### config.mk
export PLATFORM = sky130hd
export DESIGN_NAME = window3x3_gen_flat
export DESIGN_NICKNAME = d
export VERILOG_FILES = /design/src/rtl/window3x3_gen_if.sv /design/src/rtl/window3x3_gen.sv /design/src/flat_wrapper.sv
export SDC_FILE = /design/constraint.sdc
export NUM_CORES = 1
export LEC_CHECK = 0
export CORE_ASPECT_RATIO = 0.5
export CORE_MARGIN = 8
export CORE_UTILIZATION = 45
export CTS_BUF_LIST = sky130_fd_sc_hd__clkbuf_8 sky130_fd_sc_hd__clkbuf_16
export DETAILED_ROUTE_END_ITERATION = 10
export PLACE_DENSITY = 0.72
export SLEW_MARGIN = 5
export SYNTH_ARGS = -nofsm -noshare
export SYNTH_HDL_FRONTEND = slang
export SYNTH_SLANG_ARGS = --single-unit
### constraint.sdc
create_clock -name clk -period 10.05 [get_ports clk]
set_input_delay 2.01 -clock clk [delete_from_list [all_inputs] [get_ports clk]]
set_output_delay 2.01 -clock clk [all_outputs]
set_load 0.1 [all_outputs]
### src/rtl/window3x3_gen_if.sv
`default_nettype none
// ============================================================================
//  Module      : window3x3_gen_if
//  Description : Column-in / window-out stream bundle for window3x3_gen.
//  Revision    : 1.0
// ============================================================================
interface window3x3_gen_if #(
    parameter int DATA_WIDTH = 14,
    parameter int COL_WIDTH  = 8
);
    logic [3*DATA_WIDTH-1:0] data_in;
    logic                    datain_valid;
    logic [9*DATA_WIDTH-1:0] window_out;
    logic                    dataout_valid;
    logic                    dataout_sol;
    logic                    dataout_eol;
    logic [COL_WIDTH-1:0]    col_idx;

    // Upstream side: presents aligned columns and observes windows.
    modport master (
        output data_in, datain_valid,
        input  window_out, dataout_valid, dataout_sol, dataout_eol, col_idx
    );

    // Window generator side.
    modport slave (
        input  data_in, datain_valid,
        output window_out, dataout_valid, dataout_sol, dataout_eol, col_idx
    );
endinterface
`default_nettype wire

### src/rtl/window3x3_gen.sv
`default_nettype none
// ============================================================================
//  Module      : window3x3_gen
//  Description : Builds a registered 3x3 neighbourhood from aligned 3-pixel
//                columns; windows never straddle a line boundary.
//  Revision    : 1.0
// ============================================================================
module window3x3_gen #(
    parameter int DATA_WIDTH  = 14,
    parameter int IMAGE_WIDTH = 240,
    parameter int COL_WIDTH   = 8
) (
    input  wire logic          clk,
    input  wire logic          arst,
    window3x3_gen_if.slave     bus
);
    localparam logic [COL_WIDTH-1:0] c_last  = COL_WIDTH'(IMAGE_WIDTH - 1);
    localparam logic [COL_WIDTH-1:0] c_first = COL_WIDTH'(2);

    logic [COL_WIDTH-1:0]         r_col_cnt;
    logic [2:0][DATA_WIDTH-1:0]   r_sh0;
    logic [2:0][DATA_WIDTH-1:0]   r_sh1;
    logic [2:0][DATA_WIDTH-1:0]   w_col;
    logic [9*DATA_WIDTH-1:0]      w_window;
    logic [9*DATA_WIDTH-1:0]      r_window;
    logic                         r_valid;
    logic                         r_sol;
    logic                         r_eol;
    logic [COL_WIDTH-1:0]         r_col_idx;

    assign w_col = bus.data_in;

    // Tap (r,c) sits at slice 3*r+c; column 0 is the oldest.
    generate
        for (genvar r = 0; r < 3; r++) begin : g_row
            assign w_window[(3*r+0)*DATA_WIDTH +: DATA_WIDTH] = r_sh1[r];
            assign w_window[(3*r+1)*DATA_WIDTH +: DATA_WIDTH] = r_sh0[r];
            assign w_window[(3*r+2)*DATA_WIDTH +: DATA_WIDTH] = w_col[r];
        end
    endgenerate

    always_ff @(posedge clk or posedge arst) begin
        if (arst) begin
            r_col_cnt <= '0;
            r_sh0     <= '0;
            r_sh1     <= '0;
            r_window  <= '0;
            r_valid   <= 1'b0;
            r_sol     <= 1'b0;
            r_eol     <= 1'b0;
            r_col_idx <= '0;
        end else begin
            r_valid <= 1'b0;
            r_sol   <= 1'b0;
            r_eol   <= 1'b0;
            if (bus.datain_valid) begin
                r_sh1     <= r_sh0;
                r_sh0     <= w_col;
                r_col_cnt <= (r_col_cnt == c_last) ? '0 : r_col_cnt + COL_WIDTH'(1);
                // Columns 0 and 1 only prime the shifters, flushing the previous line.
                if (r_col_cnt >= c_first) begin
                    r_window  <= w_window;
                    r_valid   <= 1'b1;
                    r_col_idx <= r_col_cnt - COL_WIDTH'(1);
                    r_sol     <= (r_col_cnt == c_first);
                    r_eol     <= (r_col_cnt == c_last);
                end
            end
        end
    end

    assign bus.window_out    = r_window;
    assign bus.dataout_valid = r_valid;
    assign bus.dataout_sol   = r_sol;
    assign bus.dataout_eol   = r_eol;
    assign bus.col_idx       = r_col_idx;
endmodule
`default_nettype wire

### src/flat_wrapper.sv
// flat-port wrapper written by rule: the top's interface ports become plain ports
module window3x3_gen_flat 
#(
    parameter int DATA_WIDTH  = 14,
    parameter int IMAGE_WIDTH = 240,
    parameter int COL_WIDTH   = 8
)
  (clk, arst, bus_data_in, bus_datain_valid, bus_window_out, bus_dataout_valid, bus_dataout_sol, bus_dataout_eol, bus_col_idx);
  window3x3_gen_if #(.DATA_WIDTH(DATA_WIDTH), .COL_WIDTH(COL_WIDTH)) bus_i ();
  input  wire logic clk;
  input  wire logic arst;
  input wire logic [$bits(bus_i.data_in)-1:0] bus_data_in;
  input wire logic [$bits(bus_i.datain_valid)-1:0] bus_datain_valid;
  output wire logic [$bits(bus_i.window_out)-1:0] bus_window_out;
  output wire logic [$bits(bus_i.dataout_valid)-1:0] bus_dataout_valid;
  output wire logic [$bits(bus_i.dataout_sol)-1:0] bus_dataout_sol;
  output wire logic [$bits(bus_i.dataout_eol)-1:0] bus_dataout_eol;
  output wire logic [$bits(bus_i.col_idx)-1:0] bus_col_idx;
  assign bus_i.data_in = bus_data_in;
  assign bus_i.datain_valid = bus_datain_valid;
  assign bus_window_out = bus_i.window_out;
  assign bus_dataout_valid = bus_i.dataout_valid;
  assign bus_dataout_sol = bus_i.dataout_sol;
  assign bus_dataout_eol = bus_i.dataout_eol;
  assign bus_col_idx = bus_i.col_idx;
  window3x3_gen #(.DATA_WIDTH(DATA_WIDTH), .IMAGE_WIDTH(IMAGE_WIDTH), .COL_WIDTH(COL_WIDTH)) u_core (.clk(clk), .arst(arst), .bus(bus_i));
endmodule
After elaboration in Yosys (flattened, before gate mapping)
Index checks and enable logic that the tools add are counted.
{"block": "totals", "register_bits": 229, "in_bits": 45, "output_inout_bits": 137, "elab_cells": 25}
{"block": "op_classes", "addsub": 2, "magnitude_cmp": 1, "n_eq_ne": 2, "mux": 7, "n_reduce_logical": 1}
{"cell": "8-bit by 1-bit adder with 8-bit output (second input constant)", "count": 1}
{"cell": "8-bit by 2-bit == test with 1-bit output (second input constant)", "count": 1}
{"cell": "8-bit == test (second input constant)", "count": 1}
{"cell": "8-bit by 2-bit >= comparator with 1-bit output (second input constant)", "count": 1}
{"cell": "8-bit two-way mux", "count": 1}
{"cell": "8-bit by 1-bit subtractor with 8-bit output (second input constant)", "count": 1}
{"cell": "1-bit two-way mux", "count": 6}
{"cell": "2-bit AND reduction", "count": 1}

Longest topological paths before layout
Gate-level depths: netlist of run 1.
{"block": "depth", "ltp_word": 3, "ltp_mapped": 9, "mapped_depth_nobuf": 6}

Least setup slack after synthesis of run 1
No wires, ideal clock.
{"block": "synth_path", "kind": "input-to-reg", "from": "input port bus_datain_valid", "to": "register u_core.r_sh0[0] (netlist bit)", "setup_ps": 125, "arrival_ps": 2971, "required_ps": 9925, "slack_ps": 6954, "cell_stages": 3, "n_path_buf": 2, "cell_sequence": "clkbuf_1 > clkbuf_1 > mux2_2"}
{"item": "from (decl)", "line": "flat_wrapper.sv:13", "text": "input wire logic [$bits(bus_i.datain_valid)-1:0] bus_datain_valid;"}
{"item": "to (signal assigned)", "line": "window3x3_gen.sv:58", "text": "r_sh0 <= w_col;"}
{"item": "to (decl)", "line": "window3x3_gen.sv:21", "text": "logic [2:0][DATA_WIDTH-1:0] r_sh0;"}
No word-level cell between the ends.

Worst setup path in the final report of run 1
{"block": "layout_path", "from": "input port bus_datain_valid", "to": "register u_core.r_window[70] (netlist: u_core.bus.window_out[70])"}
{"block": "layout_via", "elab_chain_len": 1}
{"item": "2-bit AND reduction (no line)"}
{"item": "to (signal assigned)", "line": "window3x3_gen.sv:62", "text": "r_window <= w_window;"}
{"item": "to (decl)", "line": "window3x3_gen.sv:25", "text": "logic [9*DATA_WIDTH-1:0] r_window;"}
No other way between the ends.
A chain may end at the register's enable or synchronous reset.

==> impl_metrics.json, run 1 <==
{
  "io_buffers": 181,
  "async_reset_ff_frac": 1.00,
  "grt_max_degree": 146,
  "ant_nets": 0,
  "hold_viol_final": 0,
  "fp.coreArea_um2": 19300,
  "dpl.hpwl_mm": 12.4,
  "fin_crit_sh": 0.423,
  "seq_area_frac_synth": 0.651,
  "layout_commonest_cell": "dfrtp_1",
  "maxSlewViolCount": 0,
  "postCtsSetupRepairBufs": 0,
  "cts_root_buffer": "clkbuf_16",
  "critPathLaunchType": "input pin",
  "timing.setup.tns_ns": 0,
  "fmax_mhz": 235,
  "filler_cell_count": 1507,
  "synth_nets": 599,
  "final_cell_mix": "229 x dfrtp_1, 180 x clkdlybuf4s50_1, 144 x mux2_2",
  "dr.first_iter.drc_count": 194,
  "place_ws_ns": 5.19,
  "postCtsHoldBufs": 0,
  "worst_pin_slew_ns": 1.03,
  "cp.arrival_ns": 4.62,
  "required_ns": 10.41,
  "reg2reg_slack_ns": 6.18,
  "drt_first_pass_iters": 4,
  "drive_above_1_share": 0.249,
  "cp-end-kind": "flip-flop",
  "clkLatencyLatePin_ns": 0.48,
  "post_cts_resized": 0,
  "slew_headroom": 0.308,
  "grt_use_total": 0.149,
  "syn_to_final_growth_pct": 29.7,
  "pin_count": 182,
  "wl_mm": 18.0,
  "clkTransAtPathRegs_ns": 0.07,
  "num_rows": 36,
  "antenna_found_initial": 0,
  "start_util": 0.456,
  "finClkSkew_ns": 0.00662,
  "setup_viol": 0,
  "ys.flop_type": "dfrtp_1",
  "stdcell_count": 1002,
  "synth.cell_area_um2": 8800,
  "fin_util": 0.591,
  "synth.distinct_cells": 37,
  "synth_seq_cells": 229,
  "synth_cells": 551,
  "cap_viol_max_count": 0,
  "syn_area_per_cell_um2": 16.0,
  "fin_nets": 774,
  "ctsHtreeMaxLevel": 1,
  "cts_buffers": 20,
  "cts_tree": "yes",
  "fp.dieArea_um2": 24600,
  "ys_warn_count": 0,
  "overflow": 0,
  "crit_path_max_fanout": 62,
  "drc": 0,
  "grt_pass1_vias": 5367,
  "viasPerCell": 4.99,
  "status": "finished, final reports clean",
  "rsz0062_at_grt": "no",
  "gp_congestion": 0.724,
  "fin_ws_ns": 5.80,
  "die-height_um": 115,
  "post_drt_wl_per_cell_um": 18.0,
  "period_needed_ns": 4.25,
  "path_class": "input pin to flip-flop",
  "synth_edf_count": 0,
  "grt_pass1_wl_mm": 29.8,
  "diodes": 0,
  "cts.path.max_buffers": 3,
  "via_count": 4999,
  "hold_path_class": "flip-flop to flip-flop",
  "dp_cells": 970,
  "cts.sinks": 229,
  "die-width_um": 214
}
==> path summary, 6_finish.rpt <==
kind | startpoint | to | cells past startpoint
worst min-delay path | u_core.r_sh1[41] | u_core.bus.window_out[97] | 1
max in group asynchronous | arst | u_core.r_sh1[28] | 3
worst max register to register | u_core.r_col_cnt[0] | u_core.bus.window_out[70] | 8
worst min register to register | u_core.r_sh1[41] | u_core.bus.window_out[97] | 1
worst max-delay path | bus_datain_valid | u_core.bus.window_out[70] | 6
min in group asynchronous | arst | u_core.bus.window_out[34] | 2
==> registers in the layout, indices dropped and copies added (netlist names) <==
register / count
u_core.bus.dataout_valid: 1
u_core.bus.dataout_eol: 1
u_core.r_col_cnt: 8
u_core.r_sh1: 42
u_core.r_sh0: 42
u_core.bus.dataout_sol: 1
u_core.bus.col_idx: 8
u_core.bus.window_out: 126
==> metal layers <==
layer	vias to the layer above	wire, um	GRT usage
li1	2312	-	-
met3	24	765	0.0329
met1	2593	7590	0.186
met5	-	0	0
met4	0	289	0.0332
met2	70	9380	0.264
==> metrics by stage <==
step | hold slack, ns | cell area, um2
detailed placement | 0.474 | 10800
global route | 0.504 | 11400
global placement | 0.466 | 10800
finish | 0.483 | 11400
CTS | 0.489 | 11400
floorplan | 0.460 | 8800
==> Yosys cell counts, types with 2 or more instances <==
master / instances / area (um2)
a21oi_1: 4 / 20.0
and4_1: 2 / 17.5
buf_2: 8 / 40.0
buf_6: 8 / 90.1
clkbuf_1: 16 / 60.1
dfrtp_1: 229 / 5730
ha_1: 3 / 37.5
inv_1: 10 / 37.5
mux2_1: 70 / 788
mux2_2: 144 / 1620
nand2_1: 8 / 30.0
nand3_1: 2 / 10.0
nand4_1: 4 / 25.0
nor2_1: 6 / 22.5
nor3_1: 4 / 20.0
nor3b_1: 3 / 22.5
o21ai_0: 5 / 25.0
o31ai_1: 2 / 15.0
or3_1: 2 / 12.5
xnor2_1: 4 / 35.0
==> worst max-delay path, stage by stage <==
cell and delay, ns:
buf_4 0.29, o21ai_4 0.12, buf_4 0.58, clkinv_2 0.57, buf_4 0.55, mux2_1 0.43
==> area by class of cell <==
type | count | area, um2 | share of cell area
repair buffers | 185 | 1840 | 0.161
well taps | 266 | 333 | 0.0291
clock buffers | 23 | 553 | 0.0484
multi-input cells | 279 | 2850 | 0.249
clock inverters | 9 | 66.3 | 0.00581
flip-flops and latches | 229 | 5730 | 0.502
inverters | 11 | 50.0 | 0.00438
==> cell families (layout without fill, tap and decap cells) <==
kind of cell / count (synthesis) / count (layout) / share of synthesized area
fa+ha+maj: 3 / 3 / 0.00426
flops: 229 / 229 / 0.651
buf+inv: 43 / 228 / 0.0263
xor+xnor: 5 / 5 / 0.00497
compound gates: 21 / 21 / 0.0169
simple gates: 35 / 35 / 0.0217
mux: 215 / 215 / 0.275
Power of run 1 is left out: the tool's default activity adds up to more than one toggle a clock period on the data nets, which glitch-free logic cannot reach.
==> run 2: changes to the inputs <==
==> constraint.sdc (replaced) <==
create_clock -name clk -period 4.1 [get_ports clk]
set_input_delay 0.82 -clock clk [delete_from_list [all_inputs] [get_ports clk]]
set_output_delay 0.82 -clock clk [all_outputs]
set_load 0.1 [all_outputs]
==> run 2 against run 1 <==
  * Clock skew is essentially flat
  * First-iteration DRC count shrank 20%
  * Wire length grew 2.1%
  * Highest routed layer unchanged
  * Utilization grew 1.0 points
  * Flip-flop and latch count is the same
  * Register-to-register slack lost 4.8 ns
  * Final cell count grew 1.1%
  * Via count grew 0.36%
  * Global-route usage grew 0.21 points
  * Final area grew 1.8%
  * Non-clock buffer count grew 7
  * Sequential share of layout area shrank 0.86 points
==> impl_metrics.json, run 2 (same netlist as run 1, synthesis figures left out) <==
{
  "status": "finished, final reports clean",
  "via_count": 5017,
  "io_buffers": 181,
  "dpl.hpwl_mm": 12.5,
  "dr.first_iter.drc_count": 156,
  "pin_count": 182,
  "grt_max_degree": 65,
  "grt_pass1_vias": 5489,
  "rsz0062_at_grt": "no",
  "fin_nets": 782,
  "final_cell_mix": "229 x dfrtp_1, 180 x clkdlybuf4s50_1, 144 x mux2_2",
  "ant_nets": 0,
  "post_cts_resized": 0,
  "viasPerCell": 4.95,
  "num_rows": 36,
  "grt_pass1_wl_mm": 30.2,
  "slew_headroom": 0.306,
  "overflow": 0,
  "fp.coreArea_um2": 19300,
  "path_class": "flip-flop to primary output",
  "setup_viol": 0,
  "ctsHtreeMaxLevel": 1,
  "hold_path_class": "flip-flop to flip-flop",
  "required_ns": 3.28,
  "critical-path-top-delay-family": "buffers and inverters",
  "clkTransAtPathRegs_ns": 0.06,
  "fp.dieArea_um2": 24600,
  "drive_above_1_share": 0.261,
  "layout_commonest_cell": "dfrtp_1",
  "maxSlewViolCount": 0,
  "post_drt_wl_per_cell_um": 18.2,
  "diodes": 0,
  "cts_buffers": 21,
  "drt_first_pass_iters": 5,
  "finClkSkew_ns": 0.00616,
  "cp.arrival_ns": 2.02,
  "fin_crit_sh": 0.693,
  "grt_use_total": 0.152,
  "syn_to_final_growth_pct": 32.0,
  "cts.sinks": 229,
  "worst_pin_slew_ns": 1.04,
  "cap_viol_max_count": 0,
  "crit_path_max_fanout": 2,
  "timing.setup.tns_ns": 0,
  "postCtsSetupRepairBufs": 0,
  "cp_slowest_cell": "clkdlybuf4s50_1",
  "cts.path.max_buffers": 3,
  "crit_chain": "clkdlybuf4s50_1",
  "cts_tree": "yes",
  "postCtsHoldBufs": 0,
  "antenna_found_initial": 0,
  "hold_viol_final": 0,
  "largest_reg_flops": 126,
  "cp-end-kind": "primary output",
  "wl_mm": 18.4,
  "gp_congestion": 0.726,
  "critPathLaunchType": "flip-flop",
  "path_buf_inv": 1,
  "cts_root_buffer": "clkbuf_16",
  "period_needed_ns": 2.84,
  "drc": 0,
  "die-width_um": 214,
  "start_util": 0.456,
  "fmax_mhz": 352,
  "clkLatencyLatePin_ns": 0.49,
  "die-height_um": 115,
  "slowest_delay_ns": 1.15
}
-- run 2: changes by cell type in the layout (fill, tap and decap cells not counted) --
cell,previous run,this run
buf_4,5,9
clkinvlp_4,0,1
inv_1,12,11
buf_12,0,3
bufinv_16,1,4
clkbuf_8,2,4
inv_8,1,0
-- run 2: path summary, 6_finish.rpt --
| kind | from | end | slack, ns | cells after the start |
|---|---|---|---|---|
| setup / recovery | u_core.bus.window_out[87] | bus_window_out[87] | 1.26 | 1 |
| hold / removal | u_core.bus.window_out[69] | u_core.bus.window_out[69] | 0.48 | 1 |
| setup reg to reg | u_core.r_col_cnt[0] | u_core.bus.window_out[86] | 1.37 | 6 |
| hold reg to reg | u_core.bus.window_out[69] | u_core.bus.window_out[69] | 0.48 | 1 |
| max in group asynchronous | arst | u_core.bus.window_out[49] | 2.42 | 3 |
| min in group asynchronous | arst | u_core.bus.window_out[123] | 0.90 | 2 |
-- run 2: per-layer routing --
layer | vias up | global-route usage | share of wire
met5 | - | 0 | 0
met1 | 2605 | 0.188 | 0.42
li1 | 2301 | - | -
met3 | 29 | 0.0283 | 0.039
met2 | 82 | 0.272 | 0.52
met4 | 0 | 0.0363 | 0.020
-- run 2: through the flow --
| stage | hold WS [ns] | utilization | area, um2 | setup slack, ns | instances |
|---|---|---|---|---|---|
| 2_1_floorplan | 0.460 | - | 8810 | 0.286 | 551 |
| 3_3_place_gp | 0.466 | 0.563 | 10900 | 1.40 | 977 |
| 3_5_place_dp | 0.474 | 0.563 | 10900 | 1.39 | 977 |
| 4_1_cts | 0.489 | 0.601 | 11600 | 1.22 | 1013 |
| 5_1_grt | 0.504 | 0.601 | 11600 | 1.19 | 1013 |
| 6_report | 0.482 | 0.601 | 11600 | 1.26 | 1013 |
-- run 2: layout make-up --
cell class | count | area [um2]
Tap cell | 266 | 333
Clock buffer | 25 | 581
Fill cell | 1503 | 7700
Inverter | 11 | 46.3
Clock inverter | 11 | 153
Sequential cell | 229 | 5730
Timing Repair Buffer | 192 | 1930
Multi-Input combinational cell | 279 | 2850
Power of run 2 is left out for the same reason.
==> run 3: changes to the inputs <==
==> constraint.sdc (replaced) <==
create_clock -name clk -period 2.8 [get_ports clk]
set_input_delay 0.56 -clock clk [delete_from_list [all_inputs] [get_ports clk]]
set_output_delay 0.56 -clock clk [all_outputs]
set_load 0.1 [all_outputs]
==> run 3 against run 2 <==
  * Setup slack worse by 0.87 ns
  * First-iteration DRC count is 28% higher
  * Count of clock-buffer cells in the layout stayed put
  * Final cell count hardly changed
  * Critical path type is now flip-flop to flip-flop
  * Wire length is 1.8% lower
  * Highest routed layer unchanged
  * Largest cell class unchanged
  * Utilization is 2.2 points lower
  * Via count is 0.34% higher
==> impl_metrics.json, run 3 (same netlist as run 1, synthesis figures left out) <==
{
  "hold_ws_ns": 0.324,
  "die-width_um": 214,
  "status": "finished, final reports clean",
  "grt_use_total": 0.147,
  "grt_max_degree": 65,
  "cap_viol_max_count": 0,
  "dr.first_iter.drc_count": 199,
  "postCtsSetupRepairBufs": 0,
  "ctsHtreeMaxLevel": 1,
  "reg2reg_slack_ns": 0.38,
  "syn_to_final_growth_pct": 27.2,
  "cts_tree": "yes",
  "rr_startpoint": "u_core.r_col_cnt[0]",
  "io_buffers": 181,
  "fp.coreArea_um2": 19300,
  "grt_pass1_vias": 5447,
  "startpoint": "u_core.r_col_cnt[0]",
  "postCtsHoldBufs": 0,
  "start_util": 0.456,
  "post_cts_resized": 0,
  "cts.path.max_buffers": 3,
  "dpl.hpwl_mm": 12.7,
  "worst_pin_slew_ns": 0.666,
  "fin_nets": 782,
  "wl_mm": 18.1,
  "worstReg2RegEnd": "u_core.bus.window_out[46]",
  "antenna_found_initial": 0,
  "slew_headroom": 0.556,
  "cts_root_buffer": "clkbuf_16",
  "cts.sinks": 229,
  "die-height_um": 115,
  "fin_area_um2": 11200,
  "period_needed_ns": 2.42,
  "post_drt_wl_per_cell_um": 17.8,
  "clkLatencyLatePin_ns": 0.50,
  "num_rows": 36,
  "fmax_mhz": 414,
  "crit_path_max_fanout": 26,
  "hold_viol_final": 0,
  "cts_buffers": 21,
  "cp.arrival_ns": 2.78,
  "fin_ws_ns": 0.385,
  "critPathLaunchType": "flip-flop",
  "ant_nets": 0,
  "gp_congestion": 0.739,
  "drc": 0,
  "via_count": 5034,
  "path_class": "flip-flop to flip-flop",
  "setup_viol": 0,
  "overflow": 0,
  "maxSlewViolCount": 0,
  "required_ns": 3.17,
  "fin_crit_sh": 0.863,
  "fp.dieArea_um2": 24600,
  "viasPerCell": 4.96,
  "place_ws_ns": 0.382,
  "cp-end-kind": "flip-flop",
  "rsz0062_at_grt": "no",
  "drive_above_1_share": 0.441,
  "pin_count": 182,
  "hold_path_class": "input pin to async pin",
  "endpoint": "u_core.bus.window_out[46]",
  "layout_commonest_cell": "dfrtp_1",
  "fin_util": 0.580,
  "placedInstanceArea_um2": 10600,
  "final_cell_mix": "229 x dfrtp_1, 145 x buf_4, 144 x mux2_2",
  "grt_pass1_wl_mm": 29.2,
  "drt_first_pass_iters": 4,
  "diodes": 0,
  "finClkSkew_ns": 0.0131,
  "largest_reg_flops": 126,
  "clkTransAtPathRegs_ns": 0.06,
  "r2r_cells": 6
}
[run 3: cell type report]
type,count,area (um2)
clock buffers,25,581
clock inverters,12,60.1
fillers,1569,8130
inverters,11,46.3
multi-input cells,279,2850
flip-flops and latches,229,5730
well taps,266,333
repair buffers,192,1600
[run 3: metrics by stage]
step,TNS (ns),cells
CTS,0,1014
detailed placement,0,977
global route,0,1014
global placement,0,977
finish,0,1014
floorplan,-172.66,551
[run 3: how the worst min path moves through the flow]
stage | to | from | slack (ns) | cells past startpoint
6_report | u_core.bus.window_out[80] | arst | 0.32 | 2
5_1_grt | u_core.bus.window_out[80] | arst | 0.32 | 2
4_1_cts | u_core.bus.window_out[80] | arst | 0.30 | 2
3_5_place_dp | u_core.bus.window_out[70] | u_core.bus.window_out[70] | 0.48 | 1
3_3_place_gp | u_core.bus.window_out[44] | u_core.r_sh1[16] | 0.47 | 1
2_1_floorplan | u_core.bus.window_out[10] | u_core.r_sh1[10] | 0.46 | 1
[run 3: metal layers]
metal	wire length [um]	vias up	track usage	share of wire
li1	-	2317	-	-
met1	7390	2602	0.177	0.41
met2	9630	88	0.269	0.53
met3	730	27	0.0280	0.040
met4	328	0	0.0345	0.018
met5	0	-	0	0
[run 3: worst max-delay path: stages (launching register included)]
cell	delay, ns
dfrtp_1	0.48
inv_1	0.12
ha_1	0.27
or4_1	0.46
o21ai_4	0.20
buf_4	0.37
mux2_2	0.39
Power of run 3 is left out for the same reason.
